$ cat config.mk
export PLATFORM = sky130hd
export DESIGN_NAME = feed_dispenser_ctrl
export DESIGN_NICKNAME = d
export VERILOG_FILES = /design/src/rtl/feeder_pkg.sv /design/src/rtl/rise_detect.sv /design/src/rtl/feed_dispenser_ctrl.sv
export SDC_FILE = /design/constraint.sdc
export NUM_CORES = 1
export LEC_CHECK = 0
export ABC_AREA = 1
export BUFFER_PORTS_ARGS = -buffer_cell sky130_fd_sc_hd__buf_4
export CAP_MARGIN = 20
export CORE_MARGIN = 1
export CORE_UTILIZATION = 55
export DETAILED_ROUTE_END_ITERATION = 12
export PLACE_DENSITY = 0.82
export SLEW_MARGIN = 20
export SYNTH_ARGS = -nofsm -noshare
export SYNTH_HDL_FRONTEND = slang
export SYNTH_SLANG_ARGS = --single-unit
$ cat constraint.sdc
create_clock -name clock -period 3.3 [get_ports clock]
set_input_delay 0.66 -clock clock [delete_from_list [all_inputs] [get_ports clock]]
set_output_delay 0.66 -clock clock [all_outputs]
set_load 0.01 [all_outputs]
$ cat src/rtl/feeder_pkg.sv
// Shared types for the pet-feeder dispenser: controller state encoding and fault codes.
package feeder_pkg;

   typedef enum logic [1:0] {
      StIdle,
      StRun,
      StSettle,
      StFault
   } state_e;

   localparam logic [1:0] FAULT_NONE    = 2'b00;
   localparam logic [1:0] FAULT_TANK    = 2'b01;
   localparam logic [1:0] FAULT_TIMEOUT = 2'b10;

endpackage

$ cat src/rtl/rise_detect.sv
// Registered rising-edge detector: flags a cycle where level is high and was low the cycle before.
module rise_detect (
   input  logic clock,
   input  logic reset,
   input  logic level,
   output logic rise
);

   logic prev_q;

   always_ff @(posedge clock) begin
      if (reset) begin
         prev_q <= 1'b0;
      end else begin
         prev_q <= level;
      end
   end

   always_comb begin
      rise = level & ~prev_q;
   end

endmodule

$ cat src/rtl/feed_dispenser_ctrl.sv
// Feed dispenser controller: runs the motor per request, settles, counts meals, latches faults.
// Define DISPENSE_TIMEOUT_EN to turn a reached portion limit into a timeout fault.
module feed_dispenser_ctrl
   import feeder_pkg::*;
#(
   parameter int unsigned MOTOR_MAX_CYCLES = 8,
   parameter int unsigned SETTLE_CYCLES    = 2,
   parameter int unsigned MEAL_CNT_W       = 16
) (
   input  logic                  clock,
   input  logic                  reset,
   input  logic                  enable,
   input  logic                  switch_i_c,
   input  logic                  full_bowl_sensor,
   input  logic                  empty_tank_sensor,
   input  logic                  fault_clear,
   output logic                  motor_on,
   output logic                  dispensing,
   output logic                  meal_done,
   output logic                  fault,
   output logic [1:0]            fault_code,
   output logic [MEAL_CNT_W-1:0] meal_count
);

   localparam int unsigned RunW = (MOTOR_MAX_CYCLES > 2) ? $clog2(MOTOR_MAX_CYCLES) : 1;
   localparam int unsigned SetW = $clog2(SETTLE_CYCLES + 1);
   localparam logic [RunW-1:0] RunLast = RunW'(MOTOR_MAX_CYCLES - 1);
   localparam logic [SetW-1:0] SetLast = SetW'(SETTLE_CYCLES - 1);

   state_e                state_q, state_d;
   logic [RunW-1:0]       run_cnt_q, run_cnt_d;
   logic [SetW-1:0]       set_cnt_q, set_cnt_d;
   logic [1:0]            code_q, code_d;
   logic                  done_q, done_d;
   logic                  motor_q;
   logic [MEAL_CNT_W-1:0] count_q;
   logic                  request;

   rise_detect u_rise (
      .clock (clock),
      .reset (reset),
      .level (switch_i_c),
      .rise  (request)
   );

   always_ff @(posedge clock) begin
      if (reset) begin
         state_q   <= StIdle;
         run_cnt_q <= '0;
         set_cnt_q <= '0;
         code_q    <= FAULT_NONE;
         done_q    <= 1'b0;
         motor_q   <= 1'b0;
         count_q   <= '0;
      end else begin
         state_q   <= state_d;
         run_cnt_q <= run_cnt_d;
         set_cnt_q <= set_cnt_d;
         code_q    <= code_d;
         done_q    <= done_d;
         // Motor drive comes straight from a flop so it cannot glitch on state decode.
         motor_q   <= (state_d == StRun);
         if (done_d) begin
            count_q <= count_q + 1'b1;
         end
      end
   end

   always_comb begin
      state_d   = state_q;
      run_cnt_d = run_cnt_q;
      set_cnt_d = set_cnt_q;
      code_d    = code_q;
      done_d    = 1'b0;
      unique case (state_q)
         StIdle: begin
            if (request && enable) begin
               if (empty_tank_sensor) begin
                  state_d = StFault;
                  code_d  = FAULT_TANK;
               end else if (!full_bowl_sensor) begin
                  state_d   = StRun;
                  run_cnt_d = '0;
               end
            end
         end
         StRun: begin
            if (!enable) begin
               state_d = StIdle;
            end else if (empty_tank_sensor) begin
               state_d = StFault;
               code_d  = FAULT_TANK;
            end else if (full_bowl_sensor) begin
               state_d   = StSettle;
               set_cnt_d = '0;
            end else if (run_cnt_q == RunLast) begin
`ifdef DISPENSE_TIMEOUT_EN
               state_d = StFault;
               code_d  = FAULT_TIMEOUT;
`else
               state_d   = StSettle;
               set_cnt_d = '0;
`endif
            end else begin
               run_cnt_d = run_cnt_q + 1'b1;
            end
         end
         StSettle: begin
            if (set_cnt_q == SetLast) begin
               state_d = StIdle;
               done_d  = 1'b1;
            end else begin
               set_cnt_d = set_cnt_q + 1'b1;
            end
         end
         StFault: begin
            if (fault_clear && !empty_tank_sensor) begin
               state_d = StIdle;
               code_d  = FAULT_NONE;
            end
         end
         default: begin
            state_d = StIdle;
         end
      endcase
   end

   always_comb begin
      motor_on   = motor_q;
      dispensing = (state_q == StRun) || (state_q == StSettle);
      meal_done  = done_q;
      fault      = (state_q == StFault);
      fault_code = code_q;
      meal_count = count_q;
   end

endmodule

; Word-level counts from Yosys, hierarchy flattened
; Cells that the tools add are included.
[totals]
wordCells = 71
input_bits = 7
regBits = 28
out_inout_bits = 22
[op_classes]
n_eq_ne = 16
n_mux = 31
addsub = 3
bitwise_logic = 2
reduce_logical = 11
[op_table]
columns = cell, count
row1 = $mux W2, 18
row2 = $mux W3, 7
row3 = $add A16 B1 Y16 const B, 1
row4 = $ne A2 B2 Y1 const B, 8
row5 = $pmux W2 S4, 1
row6 = $reduce_and A8 Y1, 1
row7 = $eq A2 B1 Y1 const B, 3
row8 = $pmux W2 S3, 1
row9 = $pmux W3 S2, 1
row10 = $reduce_and A5 Y1, 1
row11 = $eq A2 B2 Y1 const B, 2
row12 = $pmux W2 S2, 1
row13 = $reduce_and A4 Y1, 1
row14 = $reduce_bool A2 Y1, 2
row15 = $add A3 B1 Y3 const B, 1
row16 = $eq A3 B3 Y1 const B, 1
row17 = $ne A3 B3 Y1 const B, 1
row18 = $reduce_bool A3 Y1, 1
row19 = $add A2 B1 Y2 const B, 1
row20 = $logic_and A1 B1 Y1, 2
row21 = $logic_not A2 Y1, 1
row22 = $mux W1, 2
row23 = $ne A2 B1 Y1 const B, 1
row24 = $and A1 B1 Y1, 1
row25 = 3 further kinds, 3

; Logic depth before layout (Yosys ltp)
; Gate-level depths: netlist (run 1).
[depth]
ltp_word = 7
ltp_mapped = 11

; Hierarchy
; Synthesis (run 1) repeated with hierarchy kept, for this count alone.
[unflattened]
cells_unflattened = 243
hier_area_um2 = 1559.0
[modules_own_cells]
columns = mod, area_each_um2, n_inst, seq_area_each_um2, cells_per_inst
row1 = feed_dispenser_ctrl, 1527.7, 1, 520.5, 239
row2 = rise_detect, 31.3, 1, 20.0, 4

; Worst setup path after synthesis (run 1)
; OpenSTA, ideal clock, no wires.
[synth_timing]
path_kind = flip-flop to output port
startpoint = register state_q[0]
endpoint = output dispensing
stages_incl_launch_ff = 3
t_required_ps = 2640
arrival_ps = 780
n_path_buf = 0
path_slack_ps = 1860
cell_sequence = dfxtp_1 inv_1 ha_1
[synth_between]
elab_chain_len = 2
elab_cells_between_ends = 3
[synth_rtl]
columns = item, line_no
row1 = start: declaration, feed_dispenser_ctrl.sv:30  ; state_e state_q, state_d;
row2 = start signal: assignment, feed_dispenser_ctrl.sv:48  ; state_q <= StIdle;
row3 = start signal: assignment, feed_dispenser_ctrl.sv:56  ; state_q <= state_d;
row4 = $eq A2 B1 Y1 or $eq A2 B2 Y1 (tied branches), feed_dispenser_ctrl.sv:130  ; dispensing = (state_q == StRun) || (state_q == StSettle);
row5 = $logic_or A1 B1 Y1 (*), feed_dispenser_ctrl.sv:130
row6 = end: declaration, feed_dispenser_ctrl.sv:18  ; output logic dispensing,
; Mark *: on every way between the ends. The rest lies on a longest branch, timed or not.

; Worst setup path after layout (run 1)
; Ends and elaborated chain as after synthesis.

==> key figures, run 1 <==
Run status
  – Status: complete, no violations

GRT
  – Gr ovfl total: 0
  – Vias in the first global route: between 1000 and 1500
  – Global-route wire length before repair: 5220 µm
  – GRT Total Usage: between 20% and 30%
  – Largest net degree at the start of global routing: 20
  – Initial antenna violation count: 0

Setup path
  – CP cell instances: inv_1 -> ha_1 -> buf_4
  – Peak per-stage delay on the critical path: 0.44 ns
  – CP startpoint kind: register
  – Crit end category: output pin
  – Worst EP arrival: 1.35 ns
  – Worst EP required: around 2.6 ns
  – CP Class: register to output pin
  – Critical Path Slowest Stage Cell: dfxtp_1
  – Worst path top cell family by delay: flip-flops
  – Worst path bufs/invs: 2
  – Peak fanout along the critical path: 5

Clock tree
  – Root buf cell: clkbuf_4
  – CTS Hold Buffers Added: 0
  – Post-CTS Setup Inserts: 0
  – # H-tree levels: 1
  – Clk sinks: 27
  – Clk Latency, worst-skew pair: approximately 0.32 ns
  – Clk buf depth: 2
  – CTS clk-pin slew, worst paths: 0.14 ns
  – CTS resizes: 0
  – CTS tree: done
  – Num CTS Buffers: 3

Place
  – Final HPWL DP: ~2300 µm
  – Buffers on Ports: 27
  – Placer Congestion: between 0.8 and 0.9

Yosys
  – Adder-Cell Fraction of Synth Area: 6.42%
  – Post-Syn Nets: roughly 260
  – Post-Synth Simple-Gate Area: approximately 40%
  – Synth Instances: around 240
  – Ys async rst share: 0%
  – Synth Flop Type: dfxtp_1
  – Mux share of post-synthesis cell area: 0%
  – Yosys warnings: 0
  – Synthesized area: 0.00156 mm²
  – Avg Synthesized Cell Area: 6.39 µm²
  – Post-synth EDFFs: 0
  – XOR/XNOR Fraction of Synth Area: less than 1%
  – Sequential-to-total area share from yosys stat: 34.7%
  – Library cells used by synthesis: 25
  – Compound-Gate Fraction of Synth Area: under 10%
  – Largest family of logic cells by synthesized area: simple AND/OR/NAND/NOR gates
  – FF+latch count, synth: 27

Pwr
  – Clk pwr share: between 20% and 30%
  – Sequential share of power: between 50% and 60%
  – P_int: 468 µW
  – NetSw: about 230 µW
  – Worst VDD drop: around 0.00036 V
  – Switch share: roughly a third
  – Power per Cell Area: just under 400 mW/mm²
  – Comb power frac: approximately 28%
  – Total power: just under 700 µW
  – Static Leakage: slightly below 0.0009 µW

STA
  – Final hold vios: 0
  – Hold slack: 0.483 ns
  – Final Setup Violations: 0
  – Period utilisation layout: 61.0%
  – Setup TNS: 0 ns
  – Worst slew margin: ~67%
  – Max Fclk: approximately 500 MHz
  – Final min period: a little over 2 ns
  – Least-Margin Pin Slew: just under 0.5 ns
  – Clk_skew: between 0.003 and 0.004 ns
  – Slew Viols, Final: 0
  – RSZ-0062 raised after global routing: no

Detailed routing
  – 1st-iter DRT viols: 39
  – Via count: ~1400
  – DRT Pass-1 Iters: 4
  – Vias/cell: a little under 5
  – Post-route antenna net violation count: 0
  – Drt wl/cell: a little under 10 µm
  – Total Wirelength: 2960 µm
  – Residual DRC: 0

Floorplanning
  – Core region area: about 0.0026 mm²
  – Chip width: roughly 55 µm
  – Initial Utilization: 60.7%
  – Die Y: 55.2 µm
  – Area of the die: roughly 0.0031 mm²
  – IO Count: 29
  – Core Rows: 18

Final layout
  – Final #Nets: 286
  – Area grow syn2layout: 14.6%
  – Share of layout cells above drive strength 1: between 15 and 20%
  – ANT cells: 0

Run
  – Max cap viols: 0

Min path
  – Min-delay worst type: register to register
sequential cells by signal, indices dropped and copies added (netlist names):
| register | flops |
|---|---|
| meal_count | 16 |
| u_rise.prev_q | 1 |
| state_q | 2 |
| set_cnt_q | 2 |
| meal_done | 1 |
| motor_on | 1 |
| run_cnt_q | 3 |
| fault_code | 1 |
path summary, 6_finish.rpt:
check | from | to | slack (ns) | cells after the start
min reg2reg | set_cnt_q[1] | set_cnt_q[1] | 0.48 | 2
max | state_q[0] | dispensing | 1.29 | 3
max reg2reg | state_q[1] | run_cnt_q[1] | 1.66 | 9
min | set_cnt_q[1] | set_cnt_q[1] | 0.48 | 2
cell usage after synthesis, types with 6 or more instances:
library cell / count / share of area, %
nand2_1: 73 / 18
nand3_1: 7 / 2.2
nor2_1: 47 / 11
o21ai_0: 6 / 1.9
inv_1: 36 / 8.7
nand4_1: 8 / 3.2
a21oi_1: 10 / 3.2
dfxtp_1: 27 / 35
ha_1: 8 / 6.4
logic make-up (layout without fill, tap and decap cells):
group / Yosys count / in the layout
and+or+nand+nor: 145 / 145
buffers and inverters: 43 / 69
DFF: 27 / 27
AOI/OAI and AO/OA: 19 / 19
adders and majority gates: 8 / 8
other: 1 / 1
xor gates and xnor gates: 1 / 1
worst reg2reg max path: stages, from the launching register on:
cell,delay [ns]
dfxtp_1,0.43
inv_1,0.10
ha_1,0.29
inv_1,0.10
a21oi_1,0.06
nor2_1,0.21
nand3_1,0.17
nand2_1,0.09
inv_1,0.04
nor2_1,0.10
power by group through the flow:
stage,clock [µW],combinational (µW),sequential [µW]
3_3_place_gp,0,188,368
5_1_grt,153,226,363
4_1_cts,143,193,361
6_report,141,194,360
3_5_place_dp,0,192,368
2_1_floorplan,0,144,368
through the flow:
stage | instances | util [%] | worst slack, ns | area (µm²)
2_1_floorplan | 244 | - | 1.86 | 1560
3_3_place_gp | 296 | 68.6 | 1.67 | 1760
3_5_place_dp | 296 | 68.6 | 1.63 | 1760
4_1_cts | 300 | 69.6 | 1.30 | 1790
5_1_grt | 300 | 69.6 | 1.22 | 1790
6_report | 300 | 69.6 | 1.29 | 1790
cell type report:
type | count | area, µm²
multi-input combinational | 174 | 837
fill | 237 | 781
sequential | 27 | 541
timing repair buffer | 27 | 203
inverter | 38 | 143
tap | 30 | 37.5
clock buffer | 4 | 26.3
layout by cell type, fill, tap and decap left out, types with 6 or more instances in the layout:
master and instances:
nand2_1 73, nor2_1 47, inv_1 36, dfxtp_1 27
buf_4 27, a21oi_1 10, nand4_1 8, ha_1 8
nand3_1 7, o21ai_0 6
routing by layer:
metal,share of wire (%),vias to the layer above,wire length [µm],global-route usage [%]
met5,0,-,0,0
met1,50,627,1490,28.4
met4,0.41,0,12,3.21
li1,-,793,-,-
met2,46,26,1350,34.1
met3,3.7,2,109,3.75
Note: power is estimated with default switching activity, not from simulation.
==> inputs of run 2 (changes only) <==
Settings changed: ABC_AREA 1 to 0, CORE_UTILIZATION 55 to 53, PLACE_DENSITY 0.82 to 0.81.
Clock period 3.3 ns to 2.1 ns, I/O delays scaled along.
==> key figures, run 2 <==
Detailed routing
  – Via count: 1294 (was 1448)
  – Drt wl/cell: 13.4 µm (was 9.87 µm)
  – Residual DRC: 0 (unchanged)
  – 1st-iter DRT viols: 28 (was 39)
  – DRT Pass-1 Iters: 4 (unchanged)
  – Total Wirelength: 3010 µm (was 2960 µm)
  – Post-route antenna net violation count: 0 (unchanged)
  – Vias/cell: 5.75 (was 4.83)

Clock tree
  – Clk buf depth: 2 (unchanged)
  – Num CTS Buffers: 3 (unchanged)
  – Clk Latency, worst-skew pair: 0.33 ns (was 0.32 ns)
  – CTS Hold Buffers Added: 0 (unchanged)
  – CTS tree: done (unchanged)
  – CTS clk-pin slew, worst paths: 0.15 ns (was 0.14 ns)
  – Clk sinks: 27 (unchanged)
  – # H-tree levels: 1 (unchanged)
  – Post-CTS Setup Inserts: 0 (unchanged)
  – Root buf cell: clkbuf_4 (unchanged)

Place
  – Buffers on Ports: 27 (unchanged)
  – Placed insts: 221 (was 296)
  – Placer Congestion: 0.843 (was 0.889)
  – Final HPWL DP: 2220 µm (was 2320 µm)

STA
  – Hold slack: 0.323 ns (was 0.483 ns)
  – RSZ-0062 raised after global routing: no (unchanged)
  – Period utilisation layout: 93.7%
  – Clk_skew: 0.00842 ns (was 0.00388 ns)
  – Max Fclk: just over 500 MHz
  – Slew Viols, Final: 0 (unchanged)
  – Setup TNS: 0 ns (unchanged)
  – Least-Margin Pin Slew: 0.465 ns (was 0.493 ns)
  – Worst slew margin: 68.2% (was 66.9%)
  – Final min period: between 1.5 and 2 ns
  – Final Setup Violations: 0 (unchanged)
  – Final hold vios: 0 (unchanged)

Yosys
  – Synth Instances: 169 (was 244)
  – Ys async rst share: 0% (unchanged)
  – Yosys warnings: 0 (unchanged)
  – Avg Synthesized Cell Area: 8.27 µm² (was 6.39 µm²)
  – Synthesized area: 0.00140 mm² (was 0.00156 mm²)
  – Sequential-to-total area share from yosys stat: 38.7% (was 34.7%)
  – Post-synth top area cell: dfxtp_1 (unchanged)
  – Post-Syn Nets: 184 (was 259)
  – Post-synth top area share: 38.7% (was 34.7%)
  – Count leader, synth: dfxtp_1 (was nand2_1)
  – Post-synth top cells: 27 x dfxtp_1, 15 x a21oi_1, 14 x o21ai_0 (was 73 x nand2_1, 47 x nor2_1, 36 x inv_1)
  – Synth Flop Type: dfxtp_1 (unchanged)
  – FF+latch count, synth: 27 (unchanged)
  – Library cells used by synthesis: 39 (was 25)
  – Post-synth EDFFs: 0 (unchanged)
  – Top cells by area, synth: dfxtp_1 39%, ha_1 7.2%, a21oi_1 5.4% (was dfxtp_1 35%, nand2_1 18%, nor2_1 11%)

GRT
  – Initial antenna violation count: 0 (unchanged)
  – Largest net degree at the start of global routing: 29 (was 20)
  – GR Layer Usage met2: 41.5% (was 34.1%)
  – Met1 Resource Use GR: 24.5% (was 28.4%)
  – Met3 Usage GRT: 2.87% (was 3.75%)
  – Grt peak-use layer: met2 (unchanged)
  – Gr ovfl total: 0 (unchanged)
  – GRT Total Usage: 22.1% (was 20.5%)
  – Global-route wire length before repair: 4640 µm (was 5220 µm)
  – Vias in the first global route: 1137 (was 1299)

Floorplanning
  – Initial Utilization: 56.4% (was 60.7%)
  – Core Rows: 18 (unchanged)
  – Chip width: 53.4 µm (was 55.2 µm)
  – IO Count: 29 (unchanged)
  – Core region area: 0.00248 mm² (was 0.00257 mm²)
  – Area of the die: 0.00285 mm² (was 0.00305 mm²)
  – Die Y: 53.4 µm (was 55.2 µm)

Setup path
  – Worst EP required: 2.34 ns (was 2.64 ns)
  – R2R Setup Slk: 0.13 ns (was 1.66 ns)
  – Peak fanout along the critical path: 6 (was 5)
  – Worst EP arrival: 2.21 ns (was 1.35 ns)
  – CP Class: register to register (was register to output pin)
  – CP startpoint kind: register (unchanged)
  – Crit end category: register (was output pin)

Pwr
  – Static Leakage: 0.000660 µW (was 0.000891 µW)
  – Switch share: 25.7% (was 32.8%)
  – Sequential share of power: 62.0% (was 51.8%)
  – Comb power frac: 10.6% (was 27.9%)
  – Clk pwr share: 27.4% (was 20.3%)
  – Worst VDD drop: 0.000427 V (was 0.000356 V)
  – P_int: 625 µW (was 468 µW)
  – NetSw: 216 µW (was 228 µW)
  – Power per Cell Area: 506 mW/mm² (was 389 mW/mm²)

Run
  – Max cap viols: 0 (unchanged)

Final layout
  – Fill cells: 222 (was 237)
  – Most common cell after layout, fill and taps aside: buf_4 (was nand2_1)
  – Final #Nets: 211 (was 286)
  – Cell Count, Final, Fillers Out: 225 (was 300)
  – Max reg flops: 16 (unchanged)
  – Area grow syn2layout: 18.9% (was 14.6%)
  – Share of layout cells above drive strength 1: 20.5% (was 15.6%)
  – ANT cells: 0 (unchanged)
  – Highest-count cells in the layout ignoring fill and taps: 30 x buf_4, 27 x dfxtp_1, 15 x a21oi_1 (was 73 x nand2_1, 47 x nor2_1, 36 x inv_1)

Min path
  – Min-delay worst type: input port to register (was register to register)

Run status
  – Status: complete, no violations (unchanged)
-- run 2: per-stage QoR --
| stage | power, µW | setup WS [ns] | area (µm²) | utilization (%) |
|---|---|---|---|---|
| detailed placement | 619 | 0.0280 | 1630 | 65.6 |
| finish | 840 | 0.132 | 1660 | 67.1 |
| global route | 869 | 0.0108 | 1660 | 67.1 |
| CTS | 846 | 0.0266 | 1650 | 66.7 |
| floorplan | 591 | 0.0676 | 1400 | - |
| global placement | 615 | 0.110 | 1630 | 65.6 |
-- run 2: final timing paths --
kind                start             end  cells after the start
max            state_q[0]  meal_count[15]                      6
min            switch_i_c   u_rise.prev_q                      2
max reg2reg    state_q[0]  meal_count[15]                      6
min reg2reg  set_cnt_q[1]    set_cnt_q[1]                      2
-- run 2: cell type report --
cell class	count	area, µm²	area share (%)
clock buffer	3	22.5	1.36
sequential	27	541	32.5
clock inverter	1	5.00	0.301
timing repair buffer	30	225	13.6
multi-input combinational	123	790	47.5
inverter	11	41.3	2.48
tap	30	37.5	2.26
-- run 2: per-layer routing --
layer | routed length (µm) | part of all wire, % | vias up
li1 | - | - | 656
met1 | 1360 | 45 | 591
met2 | 1470 | 49 | 40
met3 | 122 | 4.1 | 7
met4 | 52 | 1.7 | 0
met5 | 0 | 0 | -
-- run 2: worst max-delay path: stages, from the launching register on --
cell and delay, ns:
dfxtp_1 0.37, inv_1 0.11, ha_1 0.18, nand4_1 0.13
or4_4 0.58, nor3_2 0.18, mux2_2 0.35
-- run 2: timing repair --
| action | 4_1_cts | 5_1_grt |
|---|---|---|
| setup endpoints to repair | 0 | 1 |
| gates resized for setup | 0 | 2 |
| endpoints found under the hold margin | 0 | 0 |
-- run 2: power by group through the flow --
| stage | Clock [µW] | Sequential, µW | Combinational, µW |
|---|---|---|---|
| 2_1_floorplan | 0 | 532 | 58.4 |
| 5_1_grt | 249 | 522 | 97.8 |
| 3_5_place_dp | 0 | 532 | 87.3 |
| 6_report | 230 | 521 | 89.2 |
| 4_1_cts | 238 | 521 | 87.6 |
| 3_3_place_gp | 0 | 531 | 83.9 |
-- run 2: cell families (layout without fill, tap and decap cells) --
| family | Yosys count | after routing | synth area share, % |
|---|---|---|---|
| adder cells (fa/ha/maj) | 8 | 8 | 7.16 |
| multiplexers | 1 | 1 | 0.806 |
| AO/OA/AOI/OAI | 38 | 38 | 15.8 |
| XOR/XNOR | 8 | 8 | 5.01 |
| AND/OR/NAND/NOR | 67 | 67 | 26.8 |
| flip-flops | 27 | 27 | 38.7 |
| other | 1 | 1 | 0.268 |
| buffers and inverters | 19 | 45 | 5.46 |
